===== src/rtl/load_store_unit_if.sv =====
// ---------------------------------------------------------------
// load_store_unit_if : request/response and byte-memory bus of the LSU
// Rev 1.0
// ---------------------------------------------------------------
`default_nettype none

interface load_store_unit_if #(
  parameter int ADDR_WIDTH = 8
);
  logic                  ReqValid;
  logic                  ReqReady;
  logic                  ReqWrite;
  logic [1:0]            ReqSize;
  logic                  ReqSigned;
  logic [31:0]           ReqAddress;
  logic [0:31]           ReqWriteData;
  logic                  RespValid;
  logic                  RespError;
  logic [31:0]           RespData;
  logic                  MemEn;
  logic                  MemWe;
  logic [ADDR_WIDTH-1:0] MemAddr;
  logic [7:0]            MemWData;
  logic [7:0]            MemRData;

  // Datapath and memory side: issues requests, returns read bytes
  modport master (
    output ReqValid, ReqWrite, ReqSize, ReqSigned, ReqAddress, ReqWriteData, MemRData,
    input  ReqReady, RespValid, RespError, RespData, MemEn, MemWe, MemAddr, MemWData
  );

  modport slave (
    input  ReqValid, ReqWrite, ReqSize, ReqSigned, ReqAddress, ReqWriteData, MemRData,
    output ReqReady, RespValid, RespError, RespData, MemEn, MemWe, MemAddr, MemWData
  );
endinterface

`default_nettype wire


===== src/rtl/load_store_unit.sv =====
// ---------------------------------------------------------------
// load_store_unit : byte-serial big-endian load/store initiator
// Rev 1.0
// ---------------------------------------------------------------
`default_nettype none

module load_store_unit #(
  parameter int ADDR_WIDTH = 8
) (
  input  logic               clk,
  input  logic               reset,
  load_store_unit_if.slave   bus
);
  localparam logic [1:0] S_IDLE    = 2'd0;
  localparam logic [1:0] S_XFER    = 2'd1;
  localparam logic [1:0] S_CAPTURE = 2'd2;
  localparam logic [1:0] S_DONE    = 2'd3;

  logic [1:0]            r_state;
  logic                  r_write;
  logic                  r_signed;
  logic [1:0]            r_size;
  logic [1:0]            r_last;
  logic [1:0]            r_k;
  logic [31:0]           r_wdata;
  logic [23:0]           r_acc;
  logic                  r_resp_valid;
  logic                  r_resp_error;
  logic [31:0]           r_resp_data;
  logic                  r_mem_en;
  logic                  r_mem_we;
  logic [ADDR_WIDTH-1:0] r_mem_addr;
  logic [7:0]            r_mem_wdata;

  logic [1:0]            w_last;
  logic                  w_misaligned;
  logic                  w_out_of_range;
  logic [32:0]           w_end_addr;

  // Byte k of an N-byte value, most significant first
  function automatic logic [7:0] pick_byte(input logic [31:0] d, input logic [1:0] last,
                                           input logic [1:0] k);
    logic [1:0] idx;
    idx = last - k;
    case (idx)
      2'd0:    pick_byte = d[7:0];
      2'd1:    pick_byte = d[15:8];
      2'd2:    pick_byte = d[23:16];
      default: pick_byte = d[31:24];
    endcase
  endfunction

  function automatic logic [31:0] extend(input logic [31:0] v, input logic [1:0] size,
                                         input logic sgn);
    case (size)
      2'd1:    extend = {{24{sgn & v[7]}}, v[7:0]};
      2'd2:    extend = {{16{sgn & v[15]}}, v[15:0]};
      default: extend = v;
    endcase
  endfunction

  always_comb begin
    w_last         = (bus.ReqSize == 2'd1) ? 2'd0 : (bus.ReqSize == 2'd2) ? 2'd1 : 2'd3;
    w_misaligned   = ((bus.ReqSize == 2'd2) && bus.ReqAddress[0]) ||
                     ((bus.ReqSize == 2'd3) && (bus.ReqAddress[1:0] != 2'd0));
    // 33-bit sum so addresses near 2^32 cannot wrap past the range check
    w_end_addr     = {1'b0, bus.ReqAddress} + {31'd0, w_last};
    w_out_of_range = w_end_addr >= (33'd1 << ADDR_WIDTH);
  end

  always_ff @(posedge clk) begin
    if (reset) begin
      r_state      <= S_IDLE;
      r_write      <= 1'b0;
      r_signed     <= 1'b0;
      r_size       <= 2'd0;
      r_last       <= 2'd0;
      r_k          <= 2'd0;
      r_wdata      <= 32'd0;
      r_acc        <= 24'd0;
      r_resp_valid <= 1'b0;
      r_resp_error <= 1'b0;
      r_resp_data  <= 32'd0;
      r_mem_en     <= 1'b0;
      r_mem_we     <= 1'b0;
      r_mem_addr   <= '0;
      r_mem_wdata  <= 8'd0;
    end else begin
      case (r_state)
        S_IDLE: begin
          if (bus.ReqValid) begin
            r_write  <= bus.ReqWrite;
            r_signed <= bus.ReqSigned;
            r_size   <= bus.ReqSize;
            r_last   <= w_last;
            r_wdata  <= bus.ReqWriteData;
            r_k      <= 2'd0;
            r_acc    <= 24'd0;
            if (bus.ReqSize == 2'd0 || w_misaligned || w_out_of_range) begin
              r_state      <= S_DONE;
              r_resp_valid <= 1'b1;
              r_resp_error <= (bus.ReqSize != 2'd0);
              r_resp_data  <= 32'd0;
            end else begin
              r_state     <= S_XFER;
              r_mem_en    <= 1'b1;
              r_mem_we    <= bus.ReqWrite;
              r_mem_addr  <= bus.ReqAddress[ADDR_WIDTH-1:0];
              r_mem_wdata <= pick_byte(bus.ReqWriteData, w_last, 2'd0);
            end
          end
        end
        S_XFER: begin
          // Read data trails the issue by one cycle, so byte k-1 arrives now
          if (r_k != 2'd0) r_acc <= {r_acc[15:0], bus.MemRData};
          if (r_k == r_last) begin
            r_mem_en    <= 1'b0;
            r_mem_we    <= 1'b0;
            r_mem_addr  <= '0;
            r_mem_wdata <= 8'd0;
            if (r_write) begin
              r_state      <= S_DONE;
              r_resp_valid <= 1'b1;
              r_resp_error <= 1'b0;
              r_resp_data  <= 32'd0;
            end else begin
              r_state <= S_CAPTURE;
            end
          end else begin
            r_k         <= r_k + 2'd1;
            r_mem_addr  <= r_mem_addr + ADDR_WIDTH'(1);
            r_mem_wdata <= pick_byte(r_wdata, r_last, r_k + 2'd1);
          end
        end
        S_CAPTURE: begin
          r_state      <= S_DONE;
          r_resp_valid <= 1'b1;
          r_resp_error <= 1'b0;
          r_resp_data  <= extend({r_acc, bus.MemRData}, r_size, r_signed);
        end
        default: begin
          r_state      <= S_IDLE;
          r_resp_valid <= 1'b0;
          r_resp_error <= 1'b0;
          r_resp_data  <= 32'd0;
        end
      endcase
    end
  end

  assign bus.ReqReady  = (r_state == S_IDLE);
  assign bus.RespValid = r_resp_valid;
  assign bus.RespError = r_resp_error;
  assign bus.RespData  = r_resp_data;
  assign bus.MemEn     = r_mem_en;
  assign bus.MemWe     = r_mem_we;
  assign bus.MemAddr   = r_mem_addr;
  assign bus.MemWData  = r_mem_wdata;

endmodule

`default_nettype wire


===== src/flat_wrapper.sv =====
// flat-port wrapper written by rule: the top's interface ports become plain ports
module load_store_unit_flat 
#(
  parameter int ADDR_WIDTH = 8
)
  (clk, reset, bus_ReqValid, bus_ReqWrite, bus_ReqSize, bus_ReqSigned, bus_ReqAddress, bus_ReqWriteData, bus_MemRData, bus_ReqReady, bus_RespValid, bus_RespError, bus_RespData, bus_MemEn, bus_MemWe, bus_MemAddr, bus_MemWData);
  load_store_unit_if #(.ADDR_WIDTH(ADDR_WIDTH)) bus_i ();
  input  logic clk;
  input  logic reset;
  input wire logic [$bits(bus_i.ReqValid)-1:0] bus_ReqValid;
  input wire logic [$bits(bus_i.ReqWrite)-1:0] bus_ReqWrite;
  input wire logic [$bits(bus_i.ReqSize)-1:0] bus_ReqSize;
  input wire logic [$bits(bus_i.ReqSigned)-1:0] bus_ReqSigned;
  input wire logic [$bits(bus_i.ReqAddress)-1:0] bus_ReqAddress;
  input wire logic [$bits(bus_i.ReqWriteData)-1:0] bus_ReqWriteData;
  input wire logic [$bits(bus_i.MemRData)-1:0] bus_MemRData;
  output wire logic [$bits(bus_i.ReqReady)-1:0] bus_ReqReady;
  output wire logic [$bits(bus_i.RespValid)-1:0] bus_RespValid;
  output wire logic [$bits(bus_i.RespError)-1:0] bus_RespError;
  output wire logic [$bits(bus_i.RespData)-1:0] bus_RespData;
  output wire logic [$bits(bus_i.MemEn)-1:0] bus_MemEn;
  output wire logic [$bits(bus_i.MemWe)-1:0] bus_MemWe;
  output wire logic [$bits(bus_i.MemAddr)-1:0] bus_MemAddr;
  output wire logic [$bits(bus_i.MemWData)-1:0] bus_MemWData;
  assign bus_i.ReqValid = bus_ReqValid;
  assign bus_i.ReqWrite = bus_ReqWrite;
  assign bus_i.ReqSize = bus_ReqSize;
  assign bus_i.ReqSigned = bus_ReqSigned;
  assign bus_i.ReqAddress = bus_ReqAddress;
  assign bus_i.ReqWriteData = bus_ReqWriteData;
  assign bus_i.MemRData = bus_MemRData;
  assign bus_ReqReady = bus_i.ReqReady;
  assign bus_RespValid = bus_i.RespValid;
  assign bus_RespError = bus_i.RespError;
  assign bus_RespData = bus_i.RespData;
  assign bus_MemEn = bus_i.MemEn;
  assign bus_MemWe = bus_i.MemWe;
  assign bus_MemAddr = bus_i.MemAddr;
  assign bus_MemWData = bus_i.MemWData;
  load_store_unit #(.ADDR_WIDTH(ADDR_WIDTH)) u_core (.clk(clk), .reset(reset), .bus(bus_i));
endmodule

===== config.mk =====
export PLATFORM = sky130hd
export DESIGN_NAME = load_store_unit_flat
export DESIGN_NICKNAME = d
export VERILOG_FILES = /design/src/rtl/load_store_unit_if.sv /design/src/rtl/load_store_unit.sv /design/src/flat_wrapper.sv
export SDC_FILE = /design/constraint.sdc
export NUM_CORES = 1
export LEC_CHECK = 0
export ABC_CLOCK_PERIOD_IN_PS = 6100
export BUFFER_PORTS_ARGS = -buffer_cell sky130_fd_sc_hd__buf_2
export CORE_UTILIZATION = 36
export DETAILED_ROUTE_END_ITERATION = 8
export SYNTH_ARGS = -nofsm -noshare
export SYNTH_HDL_FRONTEND = slang
export SYNTH_SLANG_ARGS = --single-unit

===== constraint.sdc =====
create_clock -name clk -period 6.1 [get_ports clk]
set_input_delay 1.22 -clock clk [delete_from_list [all_inputs] [get_ports clk]]
set_output_delay 1.22 -clock clk [all_outputs]
set_load 0.02 [all_outputs]

; ---- After elaboration in Yosys (flattened, before gate mapping)
; Index checks and enable logic that the tools add are counted.
; W data, S select, Z words.
[totals]
regBits = 118
inputBits = 79
out_inout_bits = 53
elab_cells = 107
[op_classes]
addsub = 4
order_cmp = 1
n_eq_ne = 19
muxes = 46
bitwise = 2
reduce_logical = 20
[ops]
columns = cell, n
row1 = $mux W32, 4
row2 = $pmux W32 S3, 1
row3 = $pmux W32 S2, 1
row4 = $mux W24, 2
row5 = $mux W8, 6
row6 = $pmux W24 S2, 1
row7 = $pmux W8 S3, 2
row8 = $add A32 B2 Y33, 1
row9 = $ge A33 B9 Y1 const B, 1
row10 = $pmux W8 S2, 2
row11 = $mux W1, 14
row12 = $mux W2, 7
row13 = $eq A2 B2 Y1 const B, 6
row14 = $eq A2 B1 Y1 const B, 5
row15 = $reduce_and A3 Y1, 3
row16 = $add A8 B1 Y8 const B, 1
row17 = $logic_not A2 Y1, 4
row18 = $ne A2 B1 Y1 const B, 4
row19 = $reduce_and A4 Y1, 2
row20 = $reduce_bool A2 Y1, 4
row21 = $ne A2 B2 Y1 const B, 3
row22 = $pmux W1 S2, 3
row23 = $pmux W2 S3, 1
row24 = $pmux W2 S2, 1
row25 = other kinds (8), 13

; ---- Logic depth before layout (Yosys ltp)
[depth]
depth_word = 9
ltp_mapped = 15
mapped_depth_nobuf = 13

; ---- Least setup slack after synthesis
; Ideal clock, no wire load.
[synth_timing]
path_kind = in2reg
start = in bus_ReqSize[1]
end = reg u_core.r_resp_data[10], in the netlist u_core.bus.RespData[10]
setup_time_ns = 0.072
t_arrival_ns = 4.829
required_time_ns = 6.028
path_slack_ns = 1.199
cell_stages = 14
n_path_buf = 2
cell_sequence = inv_1 -> ha_1 -> clkbuf_1 -> clkinv_1 -> ha_1 -> a21oi_1 -> nor4_4 -> or3_2 -> a2111oi_4 -> nand3_2 -> or4_1 -> buf_6 -> o21ai_4 -> mux2i_1
[synth_via]
elab_chain_cells = 8
word_cells_on_any_way = 15
cone_classes = add/sub (1) / order compare (1) / eq/ne (4) / mux (2) / reduce/logical (7)
[synth_lines]
columns = item, line
row1 = start: declaration, flat_wrapper.sv:12  ; input wire logic [$bits(bus_i.ReqSize)-1:0] bus_ReqSize;
row2 = $eq A2 B2 Y1, load_store_unit.sv:63  ; w_last = (bus.ReqSize == 2'd1) ? 2'd0 : (bus.ReqSize == 2'd2) ? 2'd1 : 2'd3;
row3 = $mux W2, load_store_unit.sv:63
row4 = $mux W2 *, load_store_unit.sv:63
row5 = named net u_core.w_last[1], load_store_unit.sv:35  ; logic [1:0] w_last;
row6 = $add A32 B2 Y33 *, load_store_unit.sv:67  ; w_end_addr = {1'b0, bus.ReqAddress} + {31'd0, w_last};
row7 = $ge A33 B9 Y1 *, load_store_unit.sv:68  ; w_out_of_range = w_end_addr >= (33'd1 << ADDR_WIDTH);
row8 = $logic_or A1 B1 Y1 *, load_store_unit.sv:99  ; if (bus.ReqSize == 2'd0 || w_misaligned || w_out_of_range) begin
row9 = $ne A2 B1 Y1 (no source line) *, -
row10 = $reduce_and A4 Y1 (no source line) *, -
row11 = end signal: assignment, load_store_unit.sv:139  ; r_resp_data <= extend({r_acc, bus.MemRData}, r_size, r_signed);
row12 = end: declaration, load_store_unit.sv:29  ; logic [31:0] r_resp_data;
; Mark *: on every way through the listed nets, which the timed path passes. The rest lies on a longest branch.
; A chain may end at the register's enable or synchronous reset.

; ---- Worst setup path in the final report
[layout_timing]
start = in bus_ReqSize[0]
end = reg u_core.r_resp_data[13], in the netlist u_core.bus.RespData[13]
; Same word-level chain as after synthesis.

==> qor.txt <==
FLOORPLAN
--------------------------------------------------------------------------------------
Area of the core region .................................................    17240 um2
Placement Rows ..........................................................           48
Initial Utilization .....................................................       0.3670
# IOs ...................................................................          132
Die Y-Extent ............................................................     134.6 um
DIE AREA ................................................................    18110 um2
Die boundary width ......................................................     134.6 um

GLOBAL ROUTE
--------------------------------------------------------------------------------------
Aggregate global routing overflow .......................................            0
Number of antenna violations at the first check in global routing .......            0
Pin count of the biggest net entering global routing ....................           75
Global routing usage summed across all routing layers ...................       0.1937
Number of global-route vias before repair ...............................         5417
Global-route wire length before repair ..................................     27810 um

TIMING
--------------------------------------------------------------------------------------
Transition at the pin with the smallest max-transition slack ............      1099 ps
Final-layout setup total negative slack .................................         0 ps
Worst clock skew ........................................................     6.989 ps
Number of hold violations in the final report ...........................            0
Max-slew violation total from the final report ..........................            0
Fin crit share ..........................................................       0.8220
Headroom to the max-slew limit ..........................................       0.2673
Min Clock Period, post-route ............................................      5014 ps
Setup-failing EPs final .................................................            0
Achievable Freq .........................................................   0.1994 GHz
Worst hold slack across all endpoints ...................................     446.5 ps
Unrepaired setup endpoints after global routing .........................           no

RUN
--------------------------------------------------------------------------------------
Max-cap violations ......................................................            0

CRITICAL PATH
--------------------------------------------------------------------------------------
Worst setup startpoint .................................................. bus_ReqSize[0]
R2R Path Start .......................................................... u_core.r_k[0]$_SDFFE_PP0P_
Crit Path Max Fanout ....................................................           10
Critical path class ..................................................... input port to flop
RR Endpoint ............................................................. u_core.bus.RespValid$_SDFFE_PP0P_
Number of cell instances on the worst register-to-register path .........            9
Critical Path Sink ...................................................... u_core.bus.RespData[13]$_SDFFE_PP0P_
Crit. End Element .......................................................         flop
Type of origin of the critical path .....................................   input port
R2r setup slk ...........................................................      3310 ps
Critical path arrival ...................................................      5350 ps
Required @ worst endpoint ...............................................      6440 ps

POWER AND IR DROP
--------------------------------------------------------------------------------------
Power Density ........................................................... 388.9 nW/um2
Leakage power total .....................................................     3.174 nW
Max IR drop VDD .........................................................     220.1 uV

SYNTH
--------------------------------------------------------------------------------------
Leading cell types by total area after synthesis ........................ sky130_fd_sc_hd__dfxtp_1 (37%), sky130_fd_sc_hd__nand2_1 (8.0%), sky130_fd_sc_hd__a21oi_1 (6.9%)
FF+latch count, synth ...................................................          118
Synthesized netlist net count ...........................................          864
Part of the Yosys area used for sequential elements .....................       0.3734
Share of Yosys cell area claimed by the top area cell type ..............       0.3734
Count leader, synth ..................................................... sky130_fd_sc_hd__nand2_1
Most instantiated cells after synthesis ................................. sky130_fd_sc_hd__nand2_1 (135), sky130_fd_sc_hd__dfxtp_1 (118), sky130_fd_sc_hd__a21oi_1 (87), sky130_fd_sc_hd__nor2_1 (41), sky130_fd_sc_hd__clkbuf_1 (39)
Count of synthesis-stage warnings from yosys ............................            0
Top FF cell, synth ...................................................... sky130_fd_sc_hd__dfxtp_1
EDFF count, synth .......................................................            0
Syn Std Cell Area .......................................................     6326 um2
Synth area leader ....................................................... sky130_fd_sc_hd__dfxtp_1
Cells after synthesis ...................................................          768
Asr flop ratio synth ....................................................            0
Cell variety after synth ................................................           71
Mean Syn Cell Area ......................................................    8.237 um2

CLOCKING
--------------------------------------------------------------------------------------
# Post-CTS Setup Buffers ................................................            0
Number of CTS-inserted buffers ..........................................           17
CTS clock-pin slew for the worst setup and hold paths ...................        60 ps
CTS H-Tree Depth ........................................................            4
Total number of clock tree sinks ........................................          118
Root Buffer ............................................................. sky130_fd_sc_hd__clkbuf_16
Clock tree buffer depth .................................................            2
Clock latency on the worst-skew pair ....................................       420 ps
Clock tree from TritonCTS ...............................................        built
Count of hold buffers inserted by post-cts repair .......................            0
Number of resized instances in the post-cts repair step .................            0

ROUTING
--------------------------------------------------------------------------------------
DRC violation total after the first TritonRoute iteration ...............          349
Mean routed wirelength per cell .........................................     15.60 um
DRC violations left .....................................................            0
Via count of the routed design ..........................................         5841
Wire length reported by the detailed router .............................     17400 um
Number of nets still failing antenna checks after routing ...............            0
Number of iterations in the first detailed-routing pass .................            5
Via count normalized by instance count ..................................        5.239

PLACE
--------------------------------------------------------------------------------------
Count of port buffers added during placement ............................          131
Weighted congestion reported at the end of routability-driven placement .       0.8906
Placed wire-length estimate .............................................     11910 um

CELLS AND AREA
--------------------------------------------------------------------------------------
Post-synthesis to final-layout area growth ..............................       23.12%
Fillers .................................................................         1699
Nets ....................................................................          973
Flip-flop and latch area ................................................     2362 um2
Diode count .............................................................            0
Multi-input logic area ..................................................     3714 um2
Proportion of layout cells with a drive suffix above 1 ..................       0.2315
Share of the core filled with cells in the final layout .................       0.4519

RUN STATUS
--------------------------------------------------------------------------------------
Status ..................................................................    completed

WORST HOLD PATH
--------------------------------------------------------------------------------------
Hold path startpoint .................................................... u_core.r_acc[18]$_SDFFE_PP0P_
Hold/Removal Path Class ................................................. flop to flop

==> per-stage QoR <==
step	power (W)	instances	worst slack, ps	cell area (um2)
after CTS	0.003055	1115	1085	7789
after detailed placement	0.001966	1083	707.6	7147
after global placement	0.001963	1083	798.8	7147
final	0.003029	1115	1086	7789
after global routing	0.003195	1115	900.7	7789
after floorplan	0.001675	768	1199	6326
==> critical path, stage by stage <==
cell,delay [ps]
sky130_fd_sc_hd__buf_2,130
sky130_fd_sc_hd__inv_1,70
sky130_fd_sc_hd__ha_1,540
sky130_fd_sc_hd__clkinv_1,240
sky130_fd_sc_hd__ha_1,320
sky130_fd_sc_hd__a21oi_1,380
sky130_fd_sc_hd__nor4_4,130
sky130_fd_sc_hd__or3_2,460
sky130_fd_sc_hd__a2111oi_4,310
sky130_fd_sc_hd__nand3_2,140
sky130_fd_sc_hd__or4_1,730
sky130_fd_sc_hd__o21ai_4,410
sky130_fd_sc_hd__mux2i_1,260
==> sequential cells by signal (all words and copies together) (netlist names), 2 cells and up <==
register	cells
u_core.bus.MemAddr	8
u_core.bus.MemWData	8
u_core.bus.RespData	32
u_core.r_acc	24
u_core.r_k	2
u_core.r_last	2
u_core.r_size	2
u_core.r_state	2
u_core.r_wdata	32
==> power breakdown <==
part,internal [W],switching [W],total [W]
Clock,0.000717,0.000365,0.00108
Sequential,0.000873,0.0000688,0.000941
Combinational,0.000360,0.000646,0.00101
==> metal layers <==
metal / part of all wire / wire [um] / up-vias / global-route usage
li1: - / - / 2941 / -
met1: 0.48 / 8337 / 2744 / 0.2598
met2: 0.47 / 8130 / 138 / 0.3123
met3: 0.040 / 690 / 18 / 0.04092
met4: 0.014 / 239 / 0 / 0.05743
met5: 0 / 0 / - / 0
==> cell type report <==
class,count,share of cell area
multi-input combinational,582,0.4768
sequential,118,0.3033
timing repair buffer,139,0.09221
clock buffer,21,0.06040
tap,225,0.03614
clock inverter,11,0.02201
inverter,19,0.009157
==> worst min-delay path by stage <==
| stage | to | cells after the start | slack [ps] |
|---|---|---|---|
| after detailed placement | u_core.r_acc[18]$_SDFFE_PP0P_ | 2 | 440 |
| after floorplan | u_core.r_acc[16]$_SDFFE_PP0P_ | 2 | 430 |
| after CTS | u_core.r_acc[17]$_SDFFE_PP0P_ | 2 | 450 |
| final | u_core.r_acc[18]$_SDFFE_PP0P_ | 2 | 450 |
| after global placement | u_core.r_acc[17]$_SDFFE_PP0P_ | 2 | 440 |
| after global routing | u_core.r_acc[17]$_SDFFE_PP0P_ | 2 | 470 |
==> logic make-up after synthesis <==
| logic type | Yosys count | share of synthesized area |
|---|---|---|
| multiplexers | 57 | 0.1084 |
| flip-flops | 118 | 0.3734 |
| adder cells (fa/ha/maj) | 17 | 0.03481 |
| AND/OR/NAND/NOR | 324 | 0.2593 |
| buffers and inverters | 68 | 0.04312 |
| XOR/XNOR | 5 | 0.006922 |
| AO/OA/AOI/OAI | 179 | 0.1741 |
==> layout by cell type, fill, tap and decap left out, drive strengths merged, types with 21 or more instances in the layout <==
cell type  count
nand2b        23
clkbuf        21
buf          139
nor2          41
o21ai         36
mux2i         37
nand3         39
nand2        135
a21oi         88
dfxtp        118
No activity file was read; power rests on OpenSTA's default activity.
